**config.mk**
```make
export PLATFORM = sky130hd
export DESIGN_NAME = mem_stage_flat
export DESIGN_NICKNAME = d
export VERILOG_FILES = /design/src/rtl/mem_pkg.sv /design/src/rtl/mem_if.sv /design/src/rtl/mem_load_align.sv /design/src/rtl/mem_stage.sv /design/src/flat_wrapper.sv
export SDC_FILE = /design/constraint.sdc
export NUM_CORES = 1
export LEC_CHECK = 0
export BUFFER_PORTS_ARGS = -buffer_cell sky130_fd_sc_hd__buf_4
export CAP_MARGIN = 20
export CORE_AREA = 4 4 113 115
export DETAILED_ROUTE_END_ITERATION = 8
export DIE_AREA = 0 0 117 119
export GPL_ROUTABILITY_DRIVEN = 1
export PLACE_DENSITY = 0.79
export SLEW_MARGIN = 15
export SYNTH_ARGS = -nofsm -noshare
export SYNTH_HDL_FRONTEND = slang
export SYNTH_HIERARCHICAL = 1
export SYNTH_SLANG_ARGS = --single-unit
```
**constraint.sdc**
```tcl
create_clock -name i_clk -period 2.1 [get_ports i_clk]
set_input_delay 0.315 -clock i_clk [delete_from_list [all_inputs] [get_ports i_clk]]
set_output_delay 0.315 -clock i_clk [all_outputs]
set_load 0.05 [all_outputs]
```
**src/rtl/mem_pkg.sv**
```systemverilog
// Shared types and constants for the memory stage: funct3 encodings, FSM states, byte strobes.
// Also holds the store lane helpers and the misalignment predicate.
package mem_pkg;
    localparam int XLEN = 32;

    localparam logic [2:0] F3_LB  = 3'b000;
    localparam logic [2:0] F3_LH  = 3'b001;
    localparam logic [2:0] F3_LW  = 3'b010;
    localparam logic [2:0] F3_LBU = 3'b100;
    localparam logic [2:0] F3_LHU = 3'b101;
    localparam logic [2:0] F3_SB  = 3'b000;
    localparam logic [2:0] F3_SH  = 3'b001;
    localparam logic [2:0] F3_SW  = 3'b010;

    localparam logic [3:0] STRB_NONE = 4'b0000;
    localparam logic [3:0] STRB_LO   = 4'b0011;
    localparam logic [3:0] STRB_HI   = 4'b1100;
    localparam logic [3:0] STRB_ALL  = 4'b1111;

    typedef enum logic {ST_IDLE, ST_ACCESS} state_e;

    function automatic logic [3:0] store_strb(input logic [2:0] f3, input logic [1:0] a);
        case (f3)
            F3_SB:   store_strb = 4'b0001 << a;
            F3_SH:   store_strb = a[1] ? STRB_HI : STRB_LO;
            default: store_strb = STRB_ALL;
        endcase
    endfunction

    function automatic logic [XLEN-1:0] store_wdata(input logic [2:0] f3, input logic [XLEN-1:0] rs2);
        case (f3)
            F3_SB:   store_wdata = {4{rs2[7:0]}};
            F3_SH:   store_wdata = {2{rs2[15:0]}};
            default: store_wdata = rs2;
        endcase
    endfunction

    // Unknown store widths behave as SW, so they count as word accesses here too.
    function automatic logic misaligned(input logic is_load, input logic [2:0] f3, input logic [1:0] a);
        logic half;
        logic word;
        if (is_load) begin
            half = (f3 == F3_LH) || (f3 == F3_LHU);
            word = (f3 == F3_LW);
        end else begin
            half = (f3 == F3_SH);
            word = (f3 != F3_SB) && (f3 != F3_SH);
        end
        misaligned = (half && a[0]) || (word && (a != 2'b00));
    endfunction
endpackage

```
**src/rtl/mem_if.sv**
```systemverilog
// EX-side, data-bus and writeback signals of the memory stage; names are from the stage's point of view.
// slave = the stage itself, master = whatever drives EX and the bus.
interface mem_if;
    import mem_pkg::*;
    logic            i_valid;
    logic [XLEN-1:0] i_alu_out;
    logic [XLEN-1:0] i_rs2;
    logic [2:0]      i_funct3;
    logic            i_load;
    logic            i_store;
    logic            i_wb_en;
    logic [4:0]      i_rd;
    logic            o_stall;
    logic            o_bus_req;
    logic            o_bus_we;
    logic [XLEN-1:0] o_bus_addr;
    logic [XLEN-1:0] o_bus_wdata;
    logic [3:0]      o_bus_wstrb;
    logic            i_bus_ack;
    logic [XLEN-1:0] i_bus_rdata;
    logic            o_wb_valid;
    logic [4:0]      o_wb_rd;
    logic [XLEN-1:0] o_wb_data;
    logic            o_misalign;

    modport slave (
        input  i_valid, i_alu_out, i_rs2, i_funct3, i_load, i_store, i_wb_en, i_rd,
        input  i_bus_ack, i_bus_rdata,
        output o_stall, o_bus_req, o_bus_we, o_bus_addr, o_bus_wdata, o_bus_wstrb,
        output o_wb_valid, o_wb_rd, o_wb_data, o_misalign
    );
    modport master (
        output i_valid, i_alu_out, i_rs2, i_funct3, i_load, i_store, i_wb_en, i_rd,
        output i_bus_ack, i_bus_rdata,
        input  o_stall, o_bus_req, o_bus_we, o_bus_addr, o_bus_wdata, o_bus_wstrb,
        input  o_wb_valid, o_wb_rd, o_wb_data, o_misalign
    );
endinterface

```
**src/rtl/mem_load_align.sv**
```systemverilog
// Load data extraction: picks the byte/halfword lane by address and sign/zero-extends it.
// Purely combinational; unknown funct3 returns the whole word.
module mem_load_align
    import mem_pkg::*;
(
    input  logic [XLEN-1:0] rdata_i,
    input  logic [1:0]      addr_lo_i,
    input  logic [2:0]      funct3_i,
    output logic [XLEN-1:0] data_o
);
    logic [7:0]  byte_sel;
    logic [15:0] half_sel;

    always_comb begin
        byte_sel = 8'(rdata_i >> {addr_lo_i, 3'b000});
        half_sel = addr_lo_i[1] ? rdata_i[31:16] : rdata_i[15:0];
        case (funct3_i)
            F3_LB:   data_o = {{24{byte_sel[7]}}, byte_sel};
            F3_LH:   data_o = {{16{half_sel[15]}}, half_sel};
            F3_LBU:  data_o = {24'd0, byte_sel};
            F3_LHU:  data_o = {16'd0, half_sel};
            default: data_o = rdata_i;
        endcase
    end
endmodule

```
**src/rtl/mem_stage.sv**
```systemverilog
// Memory stage: passes ALU results to writeback (1 cycle) or runs one req/ack bus access per load/store.
// Stalls EX for the whole access including the ack cycle. MEM_MISALIGN_TRAP_EN drops misaligned accesses.
module mem_stage
    import mem_pkg::*;
(
    input logic  i_clk,
    input logic  i_rst_n,
    mem_if.slave bus
);
    state_e          state_q;
    logic [XLEN-1:0] addr_q;
    logic [XLEN-1:0] wdata_q;
    logic [XLEN-1:0] wb_data_q;
    logic [3:0]      wstrb_q;
    logic [2:0]      f3_q;
    logic [4:0]      rd_q;
    logic [4:0]      wb_rd_q;
    logic            we_q;
    logic            req_q;
    logic            wb_valid_q;
    logic            misalign_q;
    logic [XLEN-1:0] load_data;
    logic            is_mem;
    logic            trap;

    assign is_mem = bus.i_load || bus.i_store;

`ifdef MEM_MISALIGN_TRAP_EN
    assign trap = is_mem && misaligned(bus.i_load, bus.i_funct3, bus.i_alu_out[1:0]);
`else
    assign trap = 1'b0;
`endif

    mem_load_align u_align (
        .rdata_i   (bus.i_bus_rdata),
        .addr_lo_i (addr_q[1:0]),
        .funct3_i  (f3_q),
        .data_o    (load_data)
    );

    always_ff @(posedge i_clk or negedge i_rst_n) begin
        if (!i_rst_n) begin
            state_q    <= ST_IDLE;
            addr_q     <= '0;
            wdata_q    <= '0;
            wstrb_q    <= STRB_NONE;
            f3_q       <= '0;
            rd_q       <= '0;
            we_q       <= 1'b0;
            req_q      <= 1'b0;
            wb_valid_q <= 1'b0;
            wb_rd_q    <= '0;
            wb_data_q  <= '0;
            misalign_q <= 1'b0;
        end else begin
            wb_valid_q <= 1'b0;
            wb_rd_q    <= '0;
            wb_data_q  <= '0;
            misalign_q <= 1'b0;
            case (state_q)
                ST_IDLE: begin
                    if (bus.i_valid) begin
                        if (trap) begin
                            misalign_q <= 1'b1;
                        end else if (is_mem) begin
                            state_q <= ST_ACCESS;
                            addr_q  <= bus.i_alu_out;
                            f3_q    <= bus.i_funct3;
                            rd_q    <= bus.i_rd;
                            we_q    <= bus.i_store;
                            req_q   <= 1'b1;
                            wstrb_q <= bus.i_store ? store_strb(bus.i_funct3, bus.i_alu_out[1:0]) : STRB_NONE;
                            wdata_q <= bus.i_store ? store_wdata(bus.i_funct3, bus.i_rs2) : '0;
                        end else if (bus.i_wb_en && (bus.i_rd != 5'd0)) begin
                            wb_valid_q <= 1'b1;
                            wb_rd_q    <= bus.i_rd;
                            wb_data_q  <= bus.i_alu_out;
                        end
                    end
                end
                ST_ACCESS: begin
                    // Address and write data stay put after ack; only the request qualifiers drop.
                    if (bus.i_bus_ack) begin
                        state_q <= ST_IDLE;
                        req_q   <= 1'b0;
                        we_q    <= 1'b0;
                        wstrb_q <= STRB_NONE;
                        if (!we_q && (rd_q != 5'd0)) begin
                            wb_valid_q <= 1'b1;
                            wb_rd_q    <= rd_q;
                            wb_data_q  <= load_data;
                        end
                    end
                end
                default: state_q <= ST_IDLE;
            endcase
        end
    end

    assign bus.o_stall     = (state_q == ST_ACCESS);
    assign bus.o_bus_req   = req_q;
    assign bus.o_bus_we    = we_q;
    assign bus.o_bus_addr  = {addr_q[31:2], 2'b00};
    assign bus.o_bus_wdata = wdata_q;
    assign bus.o_bus_wstrb = wstrb_q;
    assign bus.o_wb_valid  = wb_valid_q;
    assign bus.o_wb_rd     = wb_rd_q;
    assign bus.o_wb_data   = wb_data_q;
    assign bus.o_misalign  = misalign_q;
endmodule

```
**src/flat_wrapper.sv**
```systemverilog
// flat-port wrapper written by rule: the top's interface ports become plain ports
module mem_stage_flat import mem_pkg::*;
  (i_clk, i_rst_n, bus_i_valid, bus_i_alu_out, bus_i_rs2, bus_i_funct3, bus_i_load, bus_i_store, bus_i_wb_en, bus_i_rd, bus_i_bus_ack, bus_i_bus_rdata, bus_o_stall, bus_o_bus_req, bus_o_bus_we, bus_o_bus_addr, bus_o_bus_wdata, bus_o_bus_wstrb, bus_o_wb_valid, bus_o_wb_rd, bus_o_wb_data, bus_o_misalign);
  mem_if bus_i ();
  input logic i_clk;
  input logic i_rst_n;
  input wire logic [$bits(bus_i.i_valid)-1:0] bus_i_valid;
  input wire logic [$bits(bus_i.i_alu_out)-1:0] bus_i_alu_out;
  input wire logic [$bits(bus_i.i_rs2)-1:0] bus_i_rs2;
  input wire logic [$bits(bus_i.i_funct3)-1:0] bus_i_funct3;
  input wire logic [$bits(bus_i.i_load)-1:0] bus_i_load;
  input wire logic [$bits(bus_i.i_store)-1:0] bus_i_store;
  input wire logic [$bits(bus_i.i_wb_en)-1:0] bus_i_wb_en;
  input wire logic [$bits(bus_i.i_rd)-1:0] bus_i_rd;
  input wire logic [$bits(bus_i.i_bus_ack)-1:0] bus_i_bus_ack;
  input wire logic [$bits(bus_i.i_bus_rdata)-1:0] bus_i_bus_rdata;
  output wire logic [$bits(bus_i.o_stall)-1:0] bus_o_stall;
  output wire logic [$bits(bus_i.o_bus_req)-1:0] bus_o_bus_req;
  output wire logic [$bits(bus_i.o_bus_we)-1:0] bus_o_bus_we;
  output wire logic [$bits(bus_i.o_bus_addr)-1:0] bus_o_bus_addr;
  output wire logic [$bits(bus_i.o_bus_wdata)-1:0] bus_o_bus_wdata;
  output wire logic [$bits(bus_i.o_bus_wstrb)-1:0] bus_o_bus_wstrb;
  output wire logic [$bits(bus_i.o_wb_valid)-1:0] bus_o_wb_valid;
  output wire logic [$bits(bus_i.o_wb_rd)-1:0] bus_o_wb_rd;
  output wire logic [$bits(bus_i.o_wb_data)-1:0] bus_o_wb_data;
  output wire logic [$bits(bus_i.o_misalign)-1:0] bus_o_misalign;
  assign bus_i.i_valid = bus_i_valid;
  assign bus_i.i_alu_out = bus_i_alu_out;
  assign bus_i.i_rs2 = bus_i_rs2;
  assign bus_i.i_funct3 = bus_i_funct3;
  assign bus_i.i_load = bus_i_load;
  assign bus_i.i_store = bus_i_store;
  assign bus_i.i_wb_en = bus_i_wb_en;
  assign bus_i.i_rd = bus_i_rd;
  assign bus_i.i_bus_ack = bus_i_bus_ack;
  assign bus_i.i_bus_rdata = bus_i_bus_rdata;
  assign bus_o_stall = bus_i.o_stall;
  assign bus_o_bus_req = bus_i.o_bus_req;
  assign bus_o_bus_we = bus_i.o_bus_we;
  assign bus_o_bus_addr = bus_i.o_bus_addr;
  assign bus_o_bus_wdata = bus_i.o_bus_wdata;
  assign bus_o_bus_wstrb = bus_i.o_bus_wstrb;
  assign bus_o_wb_valid = bus_i.o_wb_valid;
  assign bus_o_wb_rd = bus_i.o_wb_rd;
  assign bus_o_wb_data = bus_i.o_wb_data;
  assign bus_o_misalign = bus_i.o_misalign;
  mem_stage u_core (.i_clk(i_clk), .i_rst_n(i_rst_n), .bus(bus_i));
endmodule
```
**Yosys cells after proc, flatten, opt, wreduce, memory -nomap -nowiden**

Cells that the tools add are included.

- Equality and inequality tests: 7
- Divide/modulo/power cells: 0
- $lt $le $gt $ge: 0
- $add $sub $neg: 0
- Mux-type cells: 40
- Reduce and logical (&&, ||, !) cells: 10
- $mul: 0
- Shift operators: 2
- Bitwise logic cells: 1

Operators by type and width:

| operator | number |
|---|---|
| 32-bit two-way mux | 6 |
| 32-bit case mux with 2 select lines | 2 |
| 32-bit case mux with 4 select lines | 1 |
| 32-bit by 5-bit >> shifter with 8-bit output | 1 |
| 5-bit two-way mux | 5 |
| 4-bit two-way mux | 5 |
| 16-bit two-way mux | 1 |
| 4-bit case mux with 2 select lines | 2 |
| 1-bit two-way mux | 13 |
| 5-bit case mux with 2 select lines | 1 |
| 5-bit nonzero test | 2 |
| 1-bit case mux with 2 select lines | 4 |
| 3-bit by 1-bit == test with 1-bit output, second input constant | 2 |
| 3-bit == test, second input constant | 2 |
| 3-bit logical NOT | 2 |
| 3-bit AND reduction | 2 |
| 2-bit inequality test, second input constant | 2 |
| 1-bit by 2-bit left shift with 4-bit output, first input constant | 1 |
| 1-bit logical AND | 2 |
| 2-bit by 1-bit inequality test with 1-bit output, second input constant | 1 |
| 1-bit logical NOT | 1 |
| 1-bit logical OR | 1 |
| 1-bit inverter | 1 |

- Output and inout port bits: 110
- Memories: 0
- Bits in writable memories: 0
- Bits in latches: 0
- Bits in read-only memories: 0
- Bits in registers: 117

**Depth between registers and ports, before layout**

- Depth in word-level cells: 6
- Mapped depth: 6

**Hierarchy**

Netlist, hierarchy kept.

By module, submodules not included:

| module | cells each | times used | seq. area each (um^2) | area an instance (um^2) |
|---|---|---|---|---|
| mem_stage | 354 | 1 | 2927.8 | 4875.9 |
| mem_load_align | 118 | 1 | 0.0 | 799.5 |

**Least setup slack after synthesis**

No wires, ideal clock.

- Path kind: register to register
- Start: reg u_core.addr_q[0]
- End: reg u_core.wb_data_q[10] (netlist: u_core/bus.o_wb_data[10])
- Required time: 1979 ps
- Path slack: 307 ps
- Arrival: 1673 ps
- Cell stages (with the launch flop): 7
- Path buffers: 2
- Setup time: 121 ps
- Cell sequence: dfrtp_1 -> buf_6 -> mux4_2 -> and2_4 -> buf_6 -> a221o_1 -> a22o_1

- Cells in the longest elaborated chain, start to end: 5

RTL lines:

| element | line | text |
|---|---|---|
| start, declared | mem_stage.sv:11 | `logic [XLEN-1:0] addr_q;` |
| start signal, assigned | mem_stage.sv:67 | `addr_q <= bus.i_alu_out;` |
| 32-bit by 5-bit >> shifter with 8-bit output | mem_load_align.sv:15 | `byte_sel = 8'(rdata_i >> {addr_lo_i, 3'b000});` |
| 32-bit case mux with 4 select lines | mem_load_align.sv:17 | `case (funct3_i)` |
| named net u_core.load_data[10] | mem_stage.sv:22 | `logic [XLEN-1:0] load_data;` |
| 32-bit two-way mux | mem_stage.sv:88 | `if (!we_q && (rd_q != 5'd0)) begin` |
| 32-bit two-way mux | mem_stage.sv:83 | `if (bus.i_bus_ack) begin` |
| 32-bit case mux with 2 select lines | mem_stage.sv:60 | `case (state_q)` |
| end signal, assigned | mem_stage.sv:77 | `wb_data_q <= bus.i_alu_out;` |
| end signal, assigned | mem_stage.sv:91 | `wb_data_q <= load_data;` |
| end, declared | mem_stage.sv:13 | `logic [XLEN-1:0] wb_data_q;` |

The timed path passes the listed nets, and every way through them passes these cells.
A chain may end at the register's enable or synchronous reset.

**Worst setup path in the final report**

- Start: reg u_core.addr_q[1]
- End: reg u_core.wb_data_q[14] (netlist: u_core/bus.o_wb_data[14])

- Cells in the longest elaborated chain, start to end: 5

RTL lines:

| element | line |
|---|---|
| 32-bit by 5-bit >> shifter with 8-bit output / 16-bit two-way mux (equally long branches) | mem_load_align.sv:15, mem_load_align.sv:16 |
| 32-bit case mux with 4 select lines (*) | mem_load_align.sv:17 |
| named net u_core.load_data[14] | mem_stage.sv:22 |
| 32-bit two-way mux (*) | mem_stage.sv:88 |
| 32-bit two-way mux (*) | mem_stage.sv:83 |
| 32-bit case mux with 2 select lines (*) | mem_stage.sv:60 |

The timed path passes the listed nets; every way through them passes the cells marked *.

==> results by group <==
Power and ir drop
  – Maximum VDD drop: between 0.6 and 0.7 mV
  – Net Switching: 3.31 mW
  – Leakage: a little under 4 nW
  – Sw Share: 0.375
  – Seq pwr share: 0.330
  – Pint: approximately 5.5 mW
  – PwrDens: approximately 1100 nW/um^2
  – Combinational share of power: 0.381
  – Clock power frac: 0.289

Timing
  – Final setup viols: 0
  – Max Fclk: roughly 580 MHz
  – Final hold vios: 0
  – Final Cycle Share: 0.820
  – Worst Clk Skew: ~0.009 ns
  – Setup_tns: 0 ns
  – Max Slew Vio Count: 0
  – Unrepaired setup endpoints after global routing: no
  – Rel. slew slack: 0.587
  – Fin crit period: between 1.5 and 2 ns
  – Slack of the critical path: 0.379 ns
  – Tightest Pin Transition: about 0.62 ns

Placement
  – Placed inst area: around 7000 sq um
  – RD Place Congestion: about 0.86
  – Pre-CTS setup slack: 0.336 ns
  – HPWL Detailed: 11900 um
  – # port buffers: around 220

Clock network
  – Maximum clock path buffer count: 2
  – CTS tree: yes
  – H-tree depth: 4
  – CTS Buf Count: 17
  – Root Driver: clkbuf_16
  – Clock Latency Late Sink: about 0.41 ns
  – Clock Sinks: about 120
  – Postcts setup bufs: 0
  – CTS clk-pin slew, worst paths: around 0.050 ns

Global route
  – Vias in the first global route: about 4600
  – Initial antenna violation count: 0
  – GRT Residual Overflow: 0
  – Total global-route track usage: 0.235
  – First-pass GRT wire length: roughly 25000 um
  – Largest net degree at the start of global routing: a little over 60

Worst setup path
  – CP Cell Sequence: inv_1 -> a22o_1 -> a221o_1 -> a22o_1
  – Cell family with most CP delay: compound AO/OA/AOI/OAI gates
  – Flop-to-flop setup slack: approximately 0.38 ns
  – WS Path Type: flop to flop
  – WP data required: between 2 and 2.5 ns
  – Worst-path fanout max: 16
  – Element type at the critical path end: flop
  – Worst path max stage delay: between 0.5 and 0.6 ns
  – CP Launch Type: flop
  – Most repeated library cell on the critical path: a22o_1
  – Slowest-stage cell, CP: dfrtp_1
  – Arr. time, crit path: ~2.0 ns
  – Buf/Inv on CP: 1

Floorplanning
  – Initial Util: 0.481
  – # IOs: roughly 220
  – Die Y: approximately 120 um
  – Die Area: roughly 14000 sq um
  – Die width: 117 um
  – CORE AREA: 11800 sq um
  – FP Rows: 40

Yosys
  – Synthesized flop and latch total: approximately 120
  – Yosys cell types: 39
  – Yosys warnings: 6
  – Seq/Total Area, Yosys: 0.516
  – Mapped Cells: 472
  – Syn Area/Cell: 12.0 sq um
  – Syn Std Cell Area: roughly 5700 sq um

Routing
  – DRC violation count after routing: 0
  – DRC marker count from the first detailed-route iteration: roughly 320
  – Drt total wl: ~16000 um
  – Antenna Nets Post-Route: 0
  – Vias/cell: 5.58
  – Routed wire per std cell: 19.6 um
  – Drt first pass iters: 4
  – Vias: approximately 4500

Flow run
  – Total of max-cap violations: 0

Cells and area
  – Layout Nets: between 700 and 800
  – Antenna diodes: 0
  – Post-Layout Inst Area: ~7700 sq um
  – Layout cells sized above 1: 0.489
  – Layout area overhead: 36.4%

Status
  – Outcome: complete, no violations

Worst hold path
  – Hold Path Class: primary input to flop
cell families after synthesis:
kind of cell | after synthesis | synth area share
multiplexers | 72 | 0.138
other | 1 | 0.000661
AND/OR/NAND/NOR | 93 | 0.0862
AO/OA/AOI/OAI | 116 | 0.177
flip-flops | 117 | 0.516
buffers and inverters | 73 | 0.0818
synthesized netlist by cell type:
cell type  number  area share
or4_1           1      0.0013
or2b_1          1      0.0013
and3b_1         1      0.0015
buf_6           6       0.012
buf_1           2      0.0013
nor3_1          1     0.00088
o21a_1          2      0.0026
or2_2          17       0.019
nor2_1          2      0.0013
nand3b_1        8       0.011
a22o_1         56       0.086
o22a_1          8       0.012
or4_4           1      0.0020
inv_1           3      0.0020
or2_1           1      0.0011
buf_4          33       0.044
a21boi_0        1      0.0013
a221o_1         8       0.014
and2_4          1      0.0015
conb_1          1     0.00066
nor3b_1         1      0.0013
a21o_1          1      0.0013
a22o_2          1      0.0018
nor2b_1        10       0.011
buf_2          17       0.015
clkbuf_1       12      0.0079
mux2i_1        30       0.053
dfrtp_1       117        0.52
a22oi_2         1      0.0022
mux4_2          1      0.0040
and2_1          2      0.0022
o21ai_0         5      0.0044
nor4b_1         1      0.0015
a32o_1         16       0.028
o211a_4         1      0.0031
nand2_1        45       0.030
a21oi_1         8      0.0071
mux2_2         41       0.081
o2bb2ai_1       8       0.012
layout by cell type, fill, tap and decap left out, types with 5 or more instances in the layout:
master,count
nand3b_1,8
o2bb2ai_1,8
a32o_1,16
a21oi_1,8
clkbuf_16,17
a22o_1,56
clkinv_2,5
nor2b_1,10
o21ai_0,5
nand2_1,44
mux2_2,41
dfrtp_1,117
clkbuf_8,5
or2_2,17
buf_4,230
a221o_1,8
o22a_1,8
mux2i_1,30
power groups by stage:
| stage | sequential (mW) | clock (mW) | combinational [mW] |
|---|---|---|---|
| after global placement | 2.92 | 0 | 3.32 |
| after global routing | 2.96 | 2.72 | 3.55 |
| after CTS | 2.91 | 2.62 | 3.38 |
| after detailed placement | 2.94 | 0 | 3.38 |
| final | 2.91 | 2.55 | 3.37 |
| after floorplan | 3.63 | 0 | 1.78 |
per-layer routing:
layer	routed length [um]	up-vias	share of wire	track usage
met2	8270	183	0.52	0.388
met5	0	-	0	0
li1	-	2080	-	-
met3	1090	20	0.068	0.0498
met4	332	0	0.021	0.0953
met1	6310	2261	0.39	0.297
flip-flops by register name, indices dropped and copies added (netlist names):
register,flops
u_core/addr_q,32
u_core/bus.o_bus_req,1
u_core/bus.o_bus_wdata,32
u_core/bus.o_bus_we,1
u_core/bus.o_bus_wstrb,4
u_core/bus.o_stall,1
u_core/bus.o_wb_data,32
u_core/bus.o_wb_rd,5
u_core/bus.o_wb_valid,1
u_core/f3_q,3
u_core/rd_q,5
area by class of cell:
class | count | area (sq um)
Inverter | 3 | 11.3
Sequential cell | 117 | 2930
Clock buffer | 24 | 502
Timing Repair Buffer | 234 | 1800
Tap cell | 147 | 184
Multi-Input combinational cell | 284 | 2300
Fill cell | 910 | 4070
Clock inverter | 5 | 25.0
through the flow:
step / power (mW) / util / std cells / hold WS, ns
after floorplan: 5.41 / - / 474 / 0.0194
after global placement: 6.24 / 0.610 / 784 / 0.157
after detailed placement: 6.31 / 0.610 / 784 / 0.157
after CTS: 8.91 / 0.656 / 814 / 0.106
after global routing: 9.23 / 0.656 / 814 / 0.130
final: 8.84 / 0.656 / 814 / 0.125
what timing repair did:
action,in CTS,in global routing
hold buffers,1,0
hold endpoints to repair,17,0
resized for setup,0,0
worst paths after layout:
kind / from / endpoint / depth (start not counted)
hold / removal: bus_i_bus_ack / u_core/bus.o_stall$_DFF_PN0_ / 2
min in group asynchronous: i_rst_n / u_core/addr_q[24]$_DFFE_PN0P_ / 2
setup / recovery: u_core/addr_q[1]$_DFFE_PN0P_ / u_core/bus.o_wb_data[14]$_DFF_PN0_ / 4
max in group asynchronous: i_rst_n / u_core/addr_q[6]$_DFFE_PN0P_ / 3
hold reg to reg: u_core/bus.o_bus_wdata[17]$_DFFE_PN0P_ / u_core/bus.o_bus_wdata[17]$_DFFE_PN0P_ / 1
setup reg to reg: u_core/addr_q[1]$_DFFE_PN0P_ / u_core/bus.o_wb_data[14]$_DFF_PN0_ / 4
Note: power is estimated with default switching activity, not from simulation.
